`src/rtl/sha256_pkg.sv`:
```
// Shared definitions for the SHA-256 round controller.
// Holds the FSM encoding, the round count and the last-round index.
package sha256_pkg;

    typedef enum logic [1:0] {
        ST_IDLE   = 2'd0,
        ST_LOAD   = 2'd1,
        ST_ROUNDS = 2'd2,
        ST_DIGEST = 2'd3
    } round_state_t;

    localparam int          SHA256_ROUNDS  = 64;
    localparam int          ROUND_IDX_W    = 6;
    localparam logic [5:0]  LAST_ROUND_IDX = 6'd63;

    function automatic logic is_last_round(input logic [ROUND_IDX_W-1:0] idx);
        return (idx == LAST_ROUND_IDX);
    endfunction

endpackage

```
`src/rtl/sha256_round_ctrl.sv`:
```
// SHA-256 block sequencer: LOAD -> 64 compression rounds -> DIGEST.
// Every output is a register so downstream datapath sees glitch-free controls.
module sha256_round_ctrl
    import sha256_pkg::*;
#(
    parameter int NUM_ROUNDS = SHA256_ROUNDS,
    parameter int CNT_W      = 16
) (
    input  logic                   clk,
    input  logic                   reset,
    input  logic                   init,
    input  logic                   next,
    output logic                   ready,
    output logic                   hash_init,
    output logic                   wmem_load,
    output logic                   round_en,
    output logic [ROUND_IDX_W-1:0] round_idx,
    output logic                   digest_update,
    output logic                   digest_valid,
    output logic [CNT_W-1:0]       block_cnt
);

    if (NUM_ROUNDS != SHA256_ROUNDS) begin : g_bad_rounds
        $error("sha256_round_ctrl supports only 64 rounds per block");
    end

    round_state_t           r_state;
    logic                   r_ready;
    logic                   r_hash_init;
    logic                   r_wmem_load;
    logic                   r_round_en;
    logic [ROUND_IDX_W-1:0] r_round_idx;
    logic                   r_digest_update;
    logic                   r_digest_valid;
    logic [CNT_W-1:0]       r_block_cnt;

    // Sequencer with inline round counter; outputs are set on the edge entering each state.
    always_ff @(posedge clk) begin
        if (reset) begin
            r_state         <= ST_IDLE;
            r_ready         <= 1'b1;
            r_hash_init     <= 1'b0;
            r_wmem_load     <= 1'b0;
            r_round_en      <= 1'b0;
            r_round_idx     <= 6'd0;
            r_digest_update <= 1'b0;
            r_digest_valid  <= 1'b0;
            r_block_cnt     <= '0;
        end else begin
            case (r_state)
                ST_IDLE: begin
                    if (init || next) begin
                        // init wins when both are raised together
                        r_state        <= ST_LOAD;
                        r_ready        <= 1'b0;
                        r_wmem_load    <= 1'b1;
                        r_hash_init    <= init;
                        r_digest_valid <= 1'b0;
                        if (init) begin
                            r_block_cnt <= '0;
                        end else begin
                            r_block_cnt <= r_block_cnt;
                        end
                    end else begin
                        r_state <= ST_IDLE;
                    end
                end
                ST_LOAD: begin
                    r_state     <= ST_ROUNDS;
                    r_wmem_load <= 1'b0;
                    r_hash_init <= 1'b0;
                    r_round_en  <= 1'b1;
                    r_round_idx <= 6'd0;
                end
                ST_ROUNDS: begin
                    if (is_last_round(r_round_idx)) begin
                        r_state         <= ST_DIGEST;
                        r_round_en      <= 1'b0;
                        r_round_idx     <= 6'd0;
                        r_digest_update <= 1'b1;
                    end else begin
                        r_round_idx <= r_round_idx + 6'd1;
                    end
                end
                ST_DIGEST: begin
                    r_state         <= ST_IDLE;
                    r_digest_update <= 1'b0;
                    r_ready         <= 1'b1;
                    r_digest_valid  <= 1'b1;
                    r_block_cnt     <= r_block_cnt + CNT_W'(1);
                end
                default: begin
                    r_state         <= ST_IDLE;
                    r_ready         <= 1'b1;
                    r_hash_init     <= 1'b0;
                    r_wmem_load     <= 1'b0;
                    r_round_en      <= 1'b0;
                    r_round_idx     <= 6'd0;
                    r_digest_update <= 1'b0;
                    r_digest_valid  <= 1'b0;
                end
            endcase
        end
    end

    assign ready         = r_ready;
    assign hash_init     = r_hash_init;
    assign wmem_load     = r_wmem_load;
    assign round_en      = r_round_en;
    assign round_idx     = r_round_idx;
    assign digest_update = r_digest_update;
    assign digest_valid  = r_digest_valid;
    assign block_cnt     = r_block_cnt;

endmodule

```
`config.mk`:
```
export PLATFORM = sky130hd
export DESIGN_NAME = sha256_round_ctrl
export DESIGN_NICKNAME = d
export VERILOG_FILES = /design/src/rtl/sha256_pkg.sv /design/src/rtl/sha256_round_ctrl.sv
export SDC_FILE = /design/constraint.sdc
export NUM_CORES = 1
export LEC_CHECK = 0
export BUFFER_PORTS_ARGS = -buffer_cell sky130_fd_sc_hd__buf_2
export CAP_MARGIN = 5
export CORE_UTILIZATION = 53
export DETAILED_ROUTE_END_ITERATION = 10
export PLACE_DENSITY = 0.78
export SLEW_MARGIN = 20
export SYNTH_ARGS = -nofsm -noshare
export SYNTH_HDL_FRONTEND = slang
export SYNTH_SLANG_ARGS = --single-unit
```
`constraint.sdc`:
```
create_clock -name clk -period 2.5 [get_ports clk]
set_clock_uncertainty 0.15 [all_clocks]
set_input_delay 0.625 -clock clk [delete_from_list [all_inputs] [get_ports clk]]
set_output_delay 0.625 -clock clk [all_outputs]
set_load 0.05 [all_outputs]
```
==> results by stage <==
Place:
- OpenSTA, run right after detailed placement, puts the worst setup slack at 0.2465 ns.
- In this run, placement finished with an instance count of 230.
- In this run the cell area measured after placement is 0.001625 mm2.
- At the end of routability-driven placement, the weighted congestion stood at 0.8063.
- During placement, the flow inserted port buffers numbering 31.
- The total half-perimeter wirelength after legalization and detailed placement is 2329 um.

Synth:
- Summing every instance area after synthesis gives 0.001458 mm2.
- The sequential element share of the synthesized area is 0.4120.
- The share of flip-flops with an asynchronous set or reset is 0.
- During synthesis, Yosys emitted a total of 0 warnings.
- The most used flip-flop cell after synthesis is sky130_fd_sc_hd__dfxtp_1.
- The number of nets handed over by synthesis was 185.
- The flip-flop and latch count after synthesis is 30.
- The post-synthesis instance total is 175.
- Each instance of the synthesized netlist takes up on average 8.329 um2.
- The number of flops mapped to enable cells by yosys is 0.
- The count of unique library cells instantiated by Yosys is 41.

Floorplanning:
- For this design the top-level I/O count stands at 32.
- The floorplan die area is 0.002964 mm2.
- The floorplan has 18 rows.
- The chip height is 54.45 um.
- The core outline area is 0.002545 mm2.
- In this run the horizontal extent of the chip is 54.45 um.
- The initial utilization of the core area, before any placement, comes to 0.5728.

STA:
- Static timing analysis puts the maximum clock frequency at 439.1 MHz.
- For the finished layout, the period the worst path requires is 2.277 ns.
- The total count of max-transition violations in the final report is 0.
- The relative slew slack is 0.3718.
- After layout, the worst setup slack is 0.2226 ns.
- Adding up every negative setup slack in the final design gives 0 ns.
- The share of the cycle needed by the critical path after routing is 0.9110.
- Setup violations remaining at the end of the flow were counted as 0.
- The worst-margin pin slew is 0.9404 ns.
- The number of hold violations in the final report is 0.
- Setup repair after global routing left no endpoint under its margin.

Clock network:
- TritonCTS created 5 clock buffers.
- After clock tree synthesis, the setup repair step added 0 buffers.
- The number of resized instances in the post-cts repair step is 0.
- In this run the deepest clock path goes through 2 buffers.
- The clock tree from TritonCTS is yes.
- The root buffer cell chosen for the clock tree is sky130_fd_sc_hd__clkbuf_4.
- The total number of clock tree sinks is 30.
- The number of buffers inserted for hold repair after clock tree synthesis is 0.
- The clock slew at the register clock pins of the worst setup and hold paths is 0.10 ns.
- The maximum level of the CTS H-tree is 2.
- The clock latency on the worst-skew pair is 0.31 ns.

Critical path:
- STA puts the critical path data required time at 2.59 ns.
- The critical-path cell with the highest stage delay is sky130_fd_sc_hd__or4_1.
- The worst setup path is launched from a register.
- The cell family contributing the most delay on the critical path is simple AND/OR/NAND/NOR gates.
- The worst setup path is of the register to register kind.
- Data arrives at the worst endpoint at 2.37 ns.
- The category of the worst setup path capture point is a register.
- The critical path goes through ha_1 -> mux2i_1 -> or2_0 -> or4_1 -> a21oi_1.
- In this run the worst setup path begins at r_state[0].
- For this run, the slowest stage of the critical path takes 0.43 ns.
- Together, buffers and inverters on the worst path number 0.
- The largest fanout on the critical path is 10.
- The beginning of the worst register-to-register path is r_state[0].

Drt:
- For this block, the initial DRC count from the detailed router was 63.
- The residual antenna-violating net count after detailed routing is 0.
- The post-route DRC violation count is 0.
- The routed layout has 1,391 vias.
- After detailed routing, the total wire length is 3168 um.
- The number of vias per cell after detailed routing is 5.845.
- The first detailed-routing pass took 4 iterations.
- The routed wirelength normalized by instance count is 13.31 um.

Global routing:
- The first-pass GRT wire length is 4988 um.
- Entering global routing, the biggest net connects 20 pins.
- The total overflow left after global routing is 0.
- The met2 track demand over resource in global routing is 0.3272.
- The initial antenna violation count came to 0.
- The aggregate global-route resource usage is 0.2338.
- met1 is the most crowded layer.
- In the global route stage, met3 resource usage came out at 0.05833.
- For this run, global-route usage on met1 was measured as 0.3525.
- The via count of the first global-routing pass is 1,125.

Min path:
- The class of the most critical hold timing path is register to register.
- The hold path startpoint is hash_init.

Pwr:
- For this design the ratio of total power to cell area is 819.1 mW/mm2.
- The worst-case IR drop observed on VDD is 0.7422 mV.
- For this design the static power due to leakage is 0.0006814 uW.

Flow run:
- The number of max-cap violations is 0.

Layout:
- The post-layout instance count excluding filler cells is 238.
- The count of nets after finishing is 217.
- Summing all non-filler instances in the final layout gives an area of 0.001685 mm2.
- The number of antenna cells inserted is 0.
- The post-synthesis to final-layout area growth is 15.62%.
- Of the cells placed in the final design, the portion with a size suffix greater than 1 is 0.2067.

Status:
- The run finished with clean final reports.
-- state kept, by name, summed over array words and instances (netlist names) --
| signal | cells |
|---|---|
| block_cnt | 16 |
| round_idx | 6 |
| r_state | 2 |
| digest_update | 1 |
| digest_valid | 1 |
| hash_init | 1 |
| ready | 1 |
| round_en | 1 |
| wmem_load | 1 |
-- synth_stat cells, drive strengths merged, types with 2 or more instances --
master   n  area share
mux2i    2       0.014
nor2    16       0.041
or3      7       0.030
or2      2      0.0086
inv      6       0.015
clkbuf   5       0.014
nor2b    3       0.013
and3     2      0.0086
ha       6       0.052
o31ai    2       0.010
xnor2    2       0.012
o21ai    9       0.031
nand3   11       0.038
nand2   11       0.028
a21oi   19       0.065
nor3     6       0.021
or3b     2       0.012
o21bai   2       0.010
or4      2       0.010
nand4    5       0.021
nand2b   5       0.021
dfxtp   30        0.41
xor2     3       0.018
and2     2      0.0086
-- cell usage in the layout (no fill, tap or decap), drive strengths merged, types with 2 or more instances in the layout --
cell type,n
or4,2
nor2b,3
ha,6
xor2,3
mux2i,2
buf,31
or3,7
nand2b,5
and2,2
clkbuf,7
o21bai,2
nand4,5
or2,2
o21ai,9
nand2,11
inv,6
nor3,6
nand3,11
or3b,2
nor2,16
o31ai,2
dfxtp,30
xnor2,2
a21oi,19
and3,2
-- cells by family (layout without fill, tap and decap cells) --
family / count (synthesis) / in the layout / share of synthesized area
buf+inv: 12 / 45 / 0.03261
compound gates: 40 / 40 / 0.1631
mux: 3 / 3 / 0.02146
simple gates: 79 / 79 / 0.2893
fa+ha+maj: 6 / 6 / 0.05150
flops: 30 / 30 / 0.4120
xor+xnor: 5 / 5 / 0.03005
-- final timing paths --
| check | cells after the start | to | slack (ns) |
|---|---|---|---|
| setup / recovery | 5 | block_cnt[13] | 0.22 |
| hold / removal | 2 | hash_init | 0.36 |
| setup reg to reg | 5 | block_cnt[13] | 0.22 |
| hold reg to reg | 2 | hash_init | 0.36 |
-- power breakdown --
part           internal, uW  switching, uW  total, uW  leakage [uW]
sequential              523           37.4        561      0.000243
clock                   136            158        295     0.0000353
combinational           170            355        525      0.000403
-- metrics by stage --
stage	hold slack, ns	total power, uW	utilization
2_1_floorplan	0.3638	983.3	-
3_3_place_gp	0.3147	1073	0.6386
3_5_place_dp	0.3313	1089	0.6386
4_1_cts	0.3562	1386	0.6622
5_1_grt	0.3880	1469	0.6622
6_report	0.3580	1381	0.6622
-- layout make-up --
| type | instances | area [um2] |
|---|---|---|
| Timing Repair Buffer | 31 | 155.1 |
| Clock buffer | 7 | 55.05 |
| Sequential cell | 30 | 600.6 |
| Multi-Input combinational cell | 133 | 809.5 |
| Fill cell | 230 | 859.6 |
| Tap cell | 30 | 37.54 |
| Clock inverter | 1 | 5.005 |
| Inverter | 6 | 22.52 |
-- worst reg2reg max path, stage by stage, from the launching register on --
cell and delay, ns:
sky130_fd_sc_hd__dfxtp_1 0.40, sky130_fd_sc_hd__ha_1 0.38, sky130_fd_sc_hd__mux2i_1 0.29, sky130_fd_sc_hd__or2_0 0.39, sky130_fd_sc_hd__or4_1 0.43, sky130_fd_sc_hd__a21oi_1 0.16
-- layer usage --
layer,wire length [um],part of all wire
met5,0,0
met4,15,0.0047
met1,1616,0.51
met2,1342,0.42
met3,193,0.061
(Power assumes the default switching activity.)
